$ cat config.mk
export PLATFORM = sky130hd
export DESIGN_NAME = instruction_fetch_flat
export DESIGN_NICKNAME = d
export VERILOG_FILES = /design/src/rtl/instruction_fetch_if.sv /design/src/rtl/instruction_fetch.sv /design/src/flat_wrapper.sv
export SDC_FILE = /design/constraint.sdc
export NUM_CORES = 1
export LEC_CHECK = 0
export ABC_AREA = 1
export CAP_MARGIN = 20
export CORE_MARGIN = 2
export CORE_UTILIZATION = 40
export CTS_BUF_LIST = sky130_fd_sc_hd__clkbuf_4
export DETAILED_ROUTE_END_ITERATION = 16
export PLACE_DENSITY = 0.78
export SETUP_SLACK_MARGIN = 0.5
export SLEW_MARGIN = 10
export SYNTH_ARGS = -nofsm -noshare
export SYNTH_HDL_FRONTEND = slang
export SYNTH_SLANG_ARGS = --single-unit
$ cat constraint.sdc
create_clock -name clock -period 1.3 [get_ports clock]
set_input_delay 0.26 -clock clock [delete_from_list [all_inputs] [get_ports clock]]
set_output_delay 0.26 -clock clock [all_outputs]
set_load 0.05 [all_outputs]
$ cat src/rtl/instruction_fetch_if.sv
// Instruction-memory request/acknowledge bus between the fetch stage (master)
// and instruction memory (slave).
interface instruction_fetch_if #(
   parameter int ADDR_W = 32,
   parameter int DATA_W = 32
);
   logic              MemReq;
   logic [ADDR_W-1:0] MemAddr;
   logic              MemAck;
   logic [DATA_W-1:0] MemData;

   modport master (
      output MemReq,
      output MemAddr,
      input  MemAck,
      input  MemData
   );

   modport slave (
      input  MemReq,
      input  MemAddr,
      output MemAck,
      output MemData
   );
endinterface

$ cat src/rtl/instruction_fetch.sv
// Fetch stage: samples the PC, runs one req/ack memory read per fetch, holds the
// word for decode, stalls the PC while busy and flags consumed break instructions.
module instruction_fetch #(
   parameter int                ADDR_W       = 32,
   parameter int                DATA_W       = 32,
   parameter int                TIMEOUT      = 16,
   parameter logic [5:0]        BREAK_OPCODE = 6'b001101,
   parameter logic [DATA_W-1:0] NOP_INSTR    = '0
) (
   input  logic                clock,
   input  logic                Reset,
   input  logic [ADDR_W-1:0]   PC,
   output logic                StallPC,
   output logic                BreakFlag,
   input  logic                Flush,
   instruction_fetch_if.master mem,
   output logic [DATA_W-1:0]   Instr,
   output logic [ADDR_W-1:0]   InstrPC,
   output logic                InstrValid,
   input  logic                DecodeReady,
   output logic                FetchErr
);

   localparam int TW = $clog2(TIMEOUT);
   localparam logic [TW-1:0] T_LAST = TW'(TIMEOUT - 1);

   typedef enum logic [1:0] {IDLE, REQ, HOLD, ERROR} state_t;

   state_t            state;
   state_t            state_nxt;
   logic              mem_req;
   logic [ADDR_W-1:0] mem_addr;
   logic [TW-1:0]     timer;
   logic              drop;
   logic              brk_hit;

   assign mem.MemReq  = mem_req;
   assign mem.MemAddr = mem_addr;

   always_ff @(posedge clock) begin
      if (Reset) state <= IDLE;
      else       state <= state_nxt;
   end

   always_comb begin
      state_nxt = state;
      case (state)
         IDLE:  state_nxt = REQ;
         REQ: begin
            if (mem.MemAck)          state_nxt = (drop || Flush) ? IDLE : HOLD;
            else if (timer == T_LAST) state_nxt = ERROR;
         end
         HOLD:  if (Flush || DecodeReady) state_nxt = IDLE;
         ERROR: state_nxt = ERROR;
         default: state_nxt = IDLE;
      endcase
   end

   always_comb begin
      StallPC = (state != IDLE);
      brk_hit = (state == HOLD) && !Flush && DecodeReady &&
                (Instr[31:26] == BREAK_OPCODE);
   end

   // A flush during an outstanding request cannot cancel the handshake, so it
   // is remembered in drop and the eventual acknowledge is thrown away.
   always_ff @(posedge clock) begin
      if (Reset) begin
         mem_req    <= 1'b0;
         mem_addr   <= '0;
         Instr      <= NOP_INSTR;
         InstrPC    <= '0;
         InstrValid <= 1'b0;
         BreakFlag  <= 1'b0;
         FetchErr   <= 1'b0;
         timer      <= '0;
         drop       <= 1'b0;
      end else begin
         BreakFlag <= brk_hit;
         case (state)
            IDLE: begin
               mem_addr <= PC;
               mem_req  <= 1'b1;
               timer    <= '0;
               drop     <= 1'b0;
            end
            REQ: begin
               if (mem.MemAck) begin
                  mem_req <= 1'b0;
                  if (!drop && !Flush) begin
                     Instr      <= mem.MemData;
                     InstrPC    <= mem_addr;
                     InstrValid <= 1'b1;
                  end
               end else begin
                  if (Flush) drop <= 1'b1;
                  if (timer == T_LAST) begin
                     mem_req  <= 1'b0;
                     FetchErr <= 1'b1;
                  end else begin
                     timer <= timer + TW'(1);
                  end
               end
            end
            HOLD: begin
               if (Flush || DecodeReady) begin
                  InstrValid <= 1'b0;
                  Instr      <= NOP_INSTR;
               end
            end
            default: ;
         endcase
      end
   end

endmodule

$ cat src/flat_wrapper.sv
// flat-port wrapper written by rule: the top's interface ports become plain ports
module instruction_fetch_flat 
#(
   parameter int                ADDR_W       = 32,
   parameter int                DATA_W       = 32,
   parameter int                TIMEOUT      = 16,
   parameter logic [5:0]        BREAK_OPCODE = 6'b001101,
   parameter logic [DATA_W-1:0] NOP_INSTR    = '0
)
  (clock, Reset, PC, StallPC, BreakFlag, Flush, Instr, InstrPC, InstrValid, DecodeReady, FetchErr, mem_MemReq, mem_MemAddr, mem_MemAck, mem_MemData);
  instruction_fetch_if #(.ADDR_W(ADDR_W), .DATA_W(DATA_W)) mem_i ();
  input  logic clock;
  input  logic Reset;
  input  logic [ADDR_W-1:0] PC;
  output logic StallPC;
  output logic BreakFlag;
  input  logic Flush;
  output logic [DATA_W-1:0] Instr;
  output logic [ADDR_W-1:0] InstrPC;
  output logic InstrValid;
  input  logic DecodeReady;
  output logic FetchErr;
  output wire logic [$bits(mem_i.MemReq)-1:0] mem_MemReq;
  output wire logic [$bits(mem_i.MemAddr)-1:0] mem_MemAddr;
  input wire logic [$bits(mem_i.MemAck)-1:0] mem_MemAck;
  input wire logic [$bits(mem_i.MemData)-1:0] mem_MemData;
  assign mem_MemReq = mem_i.MemReq;
  assign mem_MemAddr = mem_i.MemAddr;
  assign mem_i.MemAck = mem_MemAck;
  assign mem_i.MemData = mem_MemData;
  instruction_fetch #(.ADDR_W(ADDR_W), .DATA_W(DATA_W), .TIMEOUT(TIMEOUT), .BREAK_OPCODE(BREAK_OPCODE), .NOP_INSTR(NOP_INSTR)) u_core (.clock(clock), .Reset(Reset), .PC(PC), .StallPC(StallPC), .BreakFlag(BreakFlag), .Flush(Flush), .mem(mem_i), .Instr(Instr), .InstrPC(InstrPC), .InstrValid(InstrValid), .DecodeReady(DecodeReady), .FetchErr(FetchErr));
endmodule
Word-level counts from Yosys, hierarchy flattened
Cells that the tools add are included.
{ "op_classes": {"bitwise_logic": 1, "eq_ne": 12, "add_sub_neg": 1, "n_mux": 22, "n_reduce_logical": 19} }
{ "ops": {"columns": ["operator", "count"], "rows": [
  ["2-to-1 mux 32 bit", 3],
  ["one-hot mux 32 bit (2 select lines)", 1],
  ["AND reduction 3 bit", 4],
  ["!= test 2 bit (second input constant)", 5],
  ["2-to-1 mux 2 bit", 4],
  ["2-to-1 mux 4 bit", 2],
  ["one-hot mux 2 bit (4 select lines)", 1],
  ["one-hot mux 4 bit (2 select lines)", 1],
  ["2-to-1 mux 1 bit", 7],
  ["equality test 6 x 4 -> 1 bit (second input constant)", 1],
  ["one-hot mux 1 bit (2 select lines)", 3],
  ["nonzero test 2 bit", 3],
  ["adder 4 x 1 -> 4 bit (second input constant)", 1],
  ["equality test 2 bit (second input constant)", 2],
  ["equality test 4 bit (second input constant)", 1],
  ["logical AND 1 bit", 4],
  ["AND reduction 2 bit", 2],
  ["AND reduction 4 bit", 1],
  ["!= test 3 x 2 -> 1 bit (second input constant)", 1],
  ["equality test 2 x 1 -> 1 bit (second input constant)", 1],
  ["logical NOT 1 bit", 2],
  ["logical NOT 2 bit", 1],
  ["logical OR 1 bit", 2],
  ["!= test 2 x 1 -> 1 bit (second input constant)", 1],
  ["inverter 1 bit", 1]
]} }
{ "word_totals": {"ff_bits": 107, "out_inout_bits": 101, "wordCells": 65} }

Longest topological paths before layout
Gate-level depths: netlist of run 1.
{ "depth": {"word_depth": 5, "mapped_depth": 9, "mapped_depth_nobuf": 9} }

Least setup slack after synthesis of run 1
Ideal clock, no wire load.
{ "synth_path": {"path_kind": "reg-to-reg", "start": "register u_core.state[0]", "end": "register u_core.mem_addr[22], in the netlist u_core.mem.MemAddr[22]", "t_required_ns": 1.184, "period_less_slack_ns": 1.330, "path_stages_with_launch": 6, "setup_ns": 0.116, "t_arrival_ns": 1.214, "path_buffers": 1, "slack_ns": -0.030, "path_cell_list": "dfxtp_1 > nor2_1 > clkinv_1 > buf_2 > nor2_1 > nor2_1"} }
{ "synth_between": {"elab_chain_len": 1} }
{ "synth_rtl": {"columns": ["element", "line", "source"], "rows": [
  ["start: declaration", "instruction_fetch.sv:29", "state_t state;"],
  ["start signal: assignment", "instruction_fetch.sv:42", "else state <= state_nxt;"],
  ["logical NOT 2 bit", "instruction_fetch.sv:80", "case (state)"],
  ["end signal: assignment", "instruction_fetch.sv:70", "mem_addr <= '0;"],
  ["end signal: assignment", "instruction_fetch.sv:82", "mem_addr <= PC;"],
  ["end: declaration", "instruction_fetch.sv:32", "logic [ADDR_W-1:0] mem_addr;"]
]} }
Every way passes these cells.
A chain may end at the register's enable or synchronous reset.

Worst setup path after layout of run 1
{ "layout_path": {"start": "register u_core.state[1]", "end": "register u_core.Instr[13]"} }
{ "layout_between": {"elab_chain_len": 3} }
{ "layout_rtl": {"columns": ["element", "line", "source"], "rows": [
  ["equality test 2 x 1 -> 1 bit / equality test 2 bit (equally long branches)", "instruction_fetch.sv:80", null],
  ["!= test 2 x 1 -> 1 bit (no line) (tied with other cells)", null, null],
  ["AND reduction 4 bit (no line)", null, null],
  ["end signal: assignment", "instruction_fetch.sv:91", "Instr <= mem.MemData;"],
  ["end: declaration", "instruction_fetch.sv:17", "output logic [DATA_W-1:0] Instr,"]
]} }
Parallel ways exist; a longest one is shown, timed or not.

==> summary.txt, run 1 <==
Routing
  • ANT nets after route: 0
  • Vias per Instance: 6.10
  • Met2 wire len: 12900 um
  • DRT Pass-1 Iters: 5
  • DRT iter0 DRCs: 552
  • Top sig layer: met4
  • Via count: 5974
  • Routed len/inst: 28.3 um
  • Metal3 WL: 2860 um
  • # DRC: 0
  • Final WL: 27700 um
  • Wl on met1: 9090 um

Logic synthesis
  • Synth Net Count: 611
  • Post-Syn Instances: 541
  • Mapped Area: 4120 sq um
  • Synth warnings: 0
  • Leading post-synthesis cells by cell area: dfxtp_1, nor2_1, o21ai_0, nand3b_1, nand2_1
  • Yosys cell types: 25
  • Synth Register Bits: 107
  • Area share of the largest cell type after synthesis: 0.520
  • Area leader, netlist: dfxtp_1
  • Seq/Total Area, Yosys: 0.520
  • Mapped Avg Cell Area: 7.62 sq um

Setup path
  • Crit path kind: register to register
  • Worst Path Arrival: 2140 ps
  • Reg2Reg Depth: 11
  • Crit end category: register
  • Worst-path maximum fanout: 16
  • Critical Path Start Type: register
  • Crit path required time: 1720 ps

CTS
  • CTS sink cnt: 107
  • H-tree levels: 3
  • CTS tree: built
  • Clock latency on the worst-skew pair: 520 ps
  • Hold_buf cts: 0
  • TritonCTS Buffers: 9
  • Clock root buffer: clkbuf_4
  • Clk slew on worst S/H paths: 180 ps
  • CTS max path bufs: 2

Flow run
  • Max-cap violation count: 0

STA
  • Tcrit/Tclk final: 1.32
  • Worst setup margin: -414 ps
  • Fin crit period: 1710 ps
  • Slew @ Worst Pin: 434 ps
  • Max Slew Vio Count: 0
  • Final setup vio count: 163
  • RSZ-0062 raised after global routing: yes
  • Worst Skew: 32.6 ps
  • Slew headroom: 0.708
  • F_max: 0.583 GHz
  • Hold Violations, Final: 0

GRT
  • Initial antenna violation count: 1
  • GR Util All Layers: 0.345
  • First-pass GRT wire length: 29900 um
  • Vias in the first global route: 5470
  • Largest net degree at the start of global routing: 65
  • Total global routing overflow: 0

Floorplanning
  • Die Y: 105 um
  • Die ar.: 11100 sq um
  • Starting Density: 0.406
  • Row count: 37
  • Core ar.: 10100 sq um
  • Chip width: 105 um
  • # IOs: 170

Outcome
  • Status: finished with violations
  • Failing checks: setup timing

Finish
  • Fin cells: 979
  • Nets: 908
  • Area delta synth->final: 137%
  • Layout cell share with drive strength beyond 1: 0.622
  • Design Area, Final: 9750 sq um
  • Most common cell after layout, fill and taps aside: buf_12
  • Commonest non-fill, non-tap cells in the layout: buf_12, nor2_1, buf_4

Worst hold path
  • Worst Hold Class: input pin to register
  • Hold Path Cell Cnt: 3

Pwr
  • Lkg Pwr: 4.14 nW
  • Worst vdd ir: 0.000988 V
  • Pwr dens: 1200 nW/um^2

Place
  • Placed insts: 843
  • Cell Area, Placed: 7240 sq um
  • RePlAce Congestion: 0.850
  • Final HPWL DP: 9090 um
  • Buffers on Ports: 169
## final timing paths
kind                         start          endpoint  slack [ps]
setup reg to reg   u_core.state[1]  u_core.Instr[13]        -410
hold / removal     mem_MemData[11]  u_core.Instr[11]         310
hold reg to reg   u_core.Instr[31]  u_core.Instr[31]         550
setup / recovery   u_core.state[1]  u_core.Instr[13]        -410
## sequential cells by signal, indices dropped and copies added, names as in the netlist
name and flops:
u_core.FetchErr 1, u_core.timer 4, u_core.state 2, u_core.Instr 32
u_core.InstrPC 32, u_core.mem.MemReq 1, u_core.mem.MemAddr 32, u_core.drop 1
u_core.BreakFlag 1, u_core.InstrValid 1
## where the power goes
group,internal (mW),switching [mW],leakage [nW],total (mW)
registers,3.65,0.407,0.932,4.05
clock network,0.799,1.35,0.0860,2.15
logic,2.57,2.90,3.12,5.47
## timing repair
action	CTS	global route
buffers inserted	74	28
cloned	14	4
resized for setup	201	153
endpoints found under the setup margin	208	208
pin swaps	24	32
## Yosys cell counts, drive strengths merged
library cell / instances
inv: 15
nand3b: 28
nand2: 52
nor2: 215
ha: 1
nor3: 1
a21oi: 6
nor4: 1
o21ai: 67
buf: 19
o21a: 1
nand4: 1
nand3: 13
dfxtp: 107
clkbuf: 13
clkinv: 1
## area by class of cell
cell class | count | area (sq um)
diodes | 1 | 2.50
clock buffers | 9 | 67.6
clock inverters | 6 | 98.8
fillers | 204 | 385
inverters | 16 | 70.1
multi-input cells | 387 | 2540
flip-flops and latches | 107 | 2380
well taps | 136 | 170
repair buffers | 317 | 4420
## through the flow
stage / setup TNS [ps] / utilization / power, mW / setup WS (ps) / hold WS [ps]
after CTS: -14570 / 0.878 / 10.5 / -247 / 332
after floorplan: 0 / - / 5.77 / 92.8 / 329
after global routing: -28690 / 0.962 / 11.9 / -455 / 349
after global placement: -37640 / 0.714 / 7.59 / -587 / 458
final: -24480 / 0.962 / 11.7 / -414 / 315
after detailed placement: -42010 / 0.714 / 7.69 / -674 / 464
## worst max-delay path, stage by stage (launching register included)
cell and delay (ps):
dfxtp_4 410, buf_6 110, inv_4 30, buf_4 130
nor2_4 120, buf_6 140, buf_6 110, nand2_8 70
buf_12 160, nand3b_1 100, nand2_1 70, nor2_1 180
## layer usage
| layer | track usage | vias up |
|---|---|---|
| met1 | 0.372 | 2807 |
| met4 | 0.175 | 0 |
| met3 | 0.0921 | 254 |
| li1 | - | 2313 |
| met5 | 0 | - |
| met2 | 0.618 | 600 |
## cells by family after synthesis
family                     after synthesis  share of synthesized area
DFF                                    107                      0.520
AOI/OAI and AO/OA                       74                     0.0905
and+or+nand+nor                        311                      0.327
adders and majority gates                1                    0.00304
buffers and inverters                   48                     0.0592
Note: power is estimated with default switching activity, not from simulation.
==> run 2, diff against run 1 <==
--- a/config.mk
+++ b/config.mk
@@ -13,7 +13,6 @@
 export DETAILED_ROUTE_END_ITERATION = 16
 export PLACE_DENSITY = 0.78
 export SETUP_SLACK_MARGIN = 0.5
-export SLEW_MARGIN = 10
 export SYNTH_ARGS = -nofsm -noshare
 export SYNTH_HDL_FRONTEND = slang
 export SYNTH_SLANG_ARGS = --single-unit
==> results of run 2 <==
The final DEF is identical to that of run 1; final timing and power are the same.
==> run 3, diff against run 2 <==
--- a/config.mk
+++ b/config.mk
@@ -11,7 +11,9 @@
 export CORE_UTILIZATION = 40
 export CTS_BUF_LIST = sky130_fd_sc_hd__clkbuf_4
 export DETAILED_ROUTE_END_ITERATION = 16
+export GPL_ROUTABILITY_DRIVEN = 0
 export PLACE_DENSITY = 0.78
+export REMOVE_ABC_BUFFERS = 1
 export SETUP_SLACK_MARGIN = 0.5
 export SYNTH_ARGS = -nofsm -noshare
 export SYNTH_HDL_FRONTEND = slang
==> summary.txt, run 3 <==
STA
  • Worst endpoint from the post-global-route timing repair: u_core.Instr[19]$_SDFFE_PP0P_/D
  • Worst_ep kind: register data pin

Logic synthesis
  • Synth Register Bits: 107 (unchanged)
  • Ys flop type: dfxtp_1
  • Post-Syn Instances: 541 (unchanged)
  • Number of synthesized flops with an enable pin: 0 (unchanged)
  • Mapped Area: 4120 sq um (unchanged)
  • Area share of the largest cell type after synthesis: 0.520 (unchanged)
  • Area leader, netlist: dfxtp_1
  • Yosys cell types: 25 (unchanged)
  • Async SR Flop Fraction: 0 (unchanged)
  • Synth warnings: 0 (unchanged)
  • Mapped Avg Cell Area: 7.62 sq um (unchanged)
  • Leading cell types by count after synthesis: nor2_1, dfxtp_1, o21ai_0
  • Seq/Total Area, Yosys: 0.520 (unchanged)
  • Leading post-synthesis cells by cell area: dfxtp_1, nor2_1, o21ai_0, nand3b_1, nand2_1
  • Count leader, synth: nor2_1

Outcome
  • Stopped at: global routing (5_1_grt)
  • Status: aborted with a tool error
  • Tool error: [ERROR DPL-0033] detailed placement checks failed during check placement.

CTS
  • H-tree levels: 3 (unchanged)
  • CTS max path bufs: 2 (unchanged)
  • TritonCTS Buffers: 9 (unchanged)
  • CTS sink cnt: 107 (unchanged)
  • Clock root buffer: clkbuf_4

Floorplanning
  • Die Y: 105 um (unchanged)
  • # IOs: 170 (unchanged)
  • Row count: 37 (unchanged)
  • Starting Density: 0.406 (unchanged)
  • Chip width: 105 um (unchanged)

Place
  • Cell Area, Placed: 7160 sq um (-1.1%)
  • Buffers on Ports: 169 (unchanged)
  • Final HPWL DP: 8990 um (-1.1%)
  • Placed insts: 852 (+1.1%)

GRT
  • Initial antenna violation count: 1
  • Largest net degree at the start of global routing: 47
==> run 3: cell counts after synthesis <==
No cell type changed its count.
==> run 3: per-stage QoR <==
step                      hold WS (ps)  utilization  setup slack [ps]  TNS [ps]
after global placement             452        0.706              -599    -35820
after detailed placement           470        0.706              -695    -41210
after floorplan                    329            -             -1450    -58510
after CTS                          340        0.891              -357    -15360
==> run 3: cells by family after synthesis <==
kind of cell / Yosys count / synth area share
and+or+nand+nor: 311 / 0.327
DFF: 107 / 0.520
AOI/OAI and AO/OA: 74 / 0.0905
buffers and inverters: 48 / 0.0592
adders and majority gates: 1 / 0.00304
==> run 3: what timing repair did <==
item | CTS
endpoints found under the setup margin | 208
gates cloned | 17
gates resized for setup | 299
hold endpoints to repair | 0
hold buffers | 0
pin swaps | 32
buffers inserted | 67
==> run 4, diff against run 3 <==
--- a/config.mk
+++ b/config.mk
@@ -8,13 +8,11 @@
 export ABC_AREA = 1
 export CAP_MARGIN = 20
 export CORE_MARGIN = 2
-export CORE_UTILIZATION = 40
-export CTS_BUF_LIST = sky130_fd_sc_hd__clkbuf_4
+export CORE_UTILIZATION = 38
 export DETAILED_ROUTE_END_ITERATION = 16
 export GPL_ROUTABILITY_DRIVEN = 0
-export PLACE_DENSITY = 0.78
+export PLACE_DENSITY_LB_ADDON = 0.15
 export REMOVE_ABC_BUFFERS = 1
-export SETUP_SLACK_MARGIN = 0.5
 export SYNTH_ARGS = -nofsm -noshare
 export SYNTH_HDL_FRONTEND = slang
 export SYNTH_SLANG_ARGS = --single-unit
==> constraint.sdc (replaced) <==
create_clock -name clock -period 1.69 [get_ports clock]
set_input_delay 0.338 -clock clock [delete_from_list [all_inputs] [get_ports clock]]
set_output_delay 0.338 -clock clock [all_outputs]
set_load 0.05 [all_outputs]
==> summary.txt, run 4 (synthesis results as in run 1) <==
Routing
  • Routed len/inst: 13.4 um
  • Via count: 3991
  • ANT nets after route: 0
  • Vias per Instance: 4.68
  • Top sig layer: met4
  • Metal3 WL: 1090 um
  • # DRC: 0
  • Final WL: 11400 um
  • Wl on met1: 4940 um
  • Met2 wire len: 5180 um
  • DRT iter0 DRCs: 162
  • DRT Pass-1 Iters: 6

Finish
  • Ant diodes: 0
  • Most common cell after layout, fill and taps aside: nor2_1
  • Fin cells: 853
  • Final core occ: 0.559
  • Area delta synth->final: 45.0%
  • Filler instances: 1036
  • Layout cell share with drive strength beyond 1: 0.213
  • Commonest non-fill, non-tap cells in the layout: nor2_1, buf_4, dfxtp_1
  • Nets: 778

Setup path
  • Crit end category: register
  • Reg2Reg Depth: 8
  • Crit path kind: input pin to register
  • FF-to-FF End: u_core.timer[1]
  • Worst R2R Setup Slack: 190 ps
  • Crit path launch: Flush
  • Slowest CP cell: clkdlybuf4s50_1
  • Most frequent cell on the critical path: nor2_1
  • Max stage delay on crit path: 490 ps
  • Crit-path cells: clkdlybuf4s50_1 -> nor2_1 -> nor2_4 -> buf_4 -> nor2_2 -> buf_12 -> nand2_1 -> nor2_1
  • Crit path required time: 1990 ps
  • RR Startpoint: u_core.timer[0]
  • WP buf/inv: 3
  • Critical path's top delay family: buffers and inverters
  • Worst-path maximum fanout: 32
  • Cell depth of the worst setup path: 8
  • Crit path to: u_core.Instr[14]
  • Worst Path Arrival: 1870 ps
  • Critical Path Start Type: input pin

Place
  • Placed insts: 836 (-1.9%)
  • Pre-CTS setup slack: -406 ps (+289 ps)
  • Final HPWL DP: 7800 um (-13%)
  • Buffers on Ports: 169 (unchanged)

Pwr
  • Design Power: 6.54 mW
  • Pwr dens: 1100 nW/um^2
  • Worst vdd ir: 0.000512 V
  • Lkg Pwr: 2.76 nW

GRT
  • Total global routing overflow: 0
  • Largest net degree at the start of global routing: 70
  • First-pass GRT wire length: 18300 um
  • Vias in the first global route: 3849
  • GR Util All Layers: 0.195
  • Initial antenna violation count: 0

Floorplanning
  • Row count: 38 (+2.7%)
  • Starting Density: 0.385 (-0.0212)
  • Core ar.: 10700 sq um
  • Die Y: 108 um (+2.5%)
  • Chip width: 108 um (+2.5%)
  • # IOs: 170 (unchanged)
  • Die ar.: 11700 sq um

CTS
  • H-tree levels: 3 (unchanged)
  • CTS sink cnt: 107 (unchanged)
  • TritonCTS Buffers: 9 (unchanged)
  • Hold_buf cts: 0 (unchanged)
  • Setup bufs post-CTS: 0 (-100%)
  • Clock latency on the worst-skew pair: 360 ps
  • Clk slew on worst S/H paths: 100 ps
  • Clock root buffer: clkbuf_8
  • CTS tree: built
  • CTS max path bufs: 2 (unchanged)

STA
  • Worst Skew: 18.3 ps
  • F_max: 0.637 GHz
  • Max Slew Vio Count: 0
  • Final setup vio count: 0
  • Hold slack: 470 ps
  • Worst setup margin: 121 ps
  • Slew @ Worst Pin: 451 ps
  • Hold Violations, Final: 0
  • Fin crit period: 1570 ps
  • Slew headroom: 0.699
  • Tcrit/Tclk final: 0.928
  • RSZ-0062 raised after global routing: no

Outcome
  • Status: completed

Flow run
  • Max-cap violation count: 0

Worst hold path
  • Worst Hold Class: register to register
## run 4: report_power, final
part / total [mW] / internal [mW] / leakage, nW / switching, mW
Combinational: 2.14 / 0.719 / 1.79 / 1.42
Clock: 1.48 / 0.599 / 0.0920 / 0.884
Sequential: 2.92 / 2.77 / 0.879 / 0.157
Total: 6.54 / 4.09 / 2.76 / 2.46
## run 4: cell type report
type / count / area (sq um) / share of cell area
Clock inverter: 5 / 45.0 / 0.00754
Tap cell: 140 / 175 / 0.0293
Clock buffer: 11 / 141 / 0.0237
Timing Repair Buffer: 187 / 1660 / 0.277
Sequential cell: 107 / 2140 / 0.359
Multi-Input combinational cell: 387 / 1750 / 0.293
Inverter: 16 / 60.1 / 0.0101
## run 4: how the worst min path moves through the flow
stage / cells past startpoint / end / slack [ps] / start
after floorplan: 1 / u_core.Instr[31] / 410 / Reset
after global placement: 2 / u_core.mem.MemReq / 460 / u_core.mem.MemReq
after detailed placement: 2 / u_core.mem.MemReq / 460 / u_core.mem.MemReq
after CTS: 2 / u_core.mem.MemReq / 470 / u_core.mem.MemReq
after global routing: 2 / u_core.mem.MemReq / 500 / u_core.mem.MemReq
final: 2 / u_core.mem.MemReq / 470 / u_core.mem.MemReq
## run 4: worst reg2reg max path, cell delays in order, from the launching register on
cell and delay (ps):
dfxtp_1 390, ha_1 210, nand2_1 90, nor2_1 200, nand2_1 130, nand2_1 150, inv_1 90, nor2_1 100
nor2_1 50
## run 4: per-layer routing
| metal | global-route usage | vias to the layer above |
|---|---|---|
| met5 | 0 | - |
| met2 | 0.323 | 140 |
| met4 | 0.0641 | 0 |
| li1 | - | 2052 |
| met3 | 0.0645 | 16 |
| met1 | 0.238 | 1783 |
## run 4: what timing repair did
action                                  CTS  global route
pin swaps                                 0             1
endpoints found under the setup margin   18            65
resized for setup                         1             6
cloned                                    0             1
## run 4: through the flow
| stage | TNS, ps | instance area (sq um) |
|---|---|---|
| floorplan | -36030 | 3940 |
| global placement | -14640 | 5760 |
| detailed placement | -19600 | 5760 |
| CTS | 0 | 5950 |
| global route | 0 | 5980 |
| finish | 0 | 5980 |
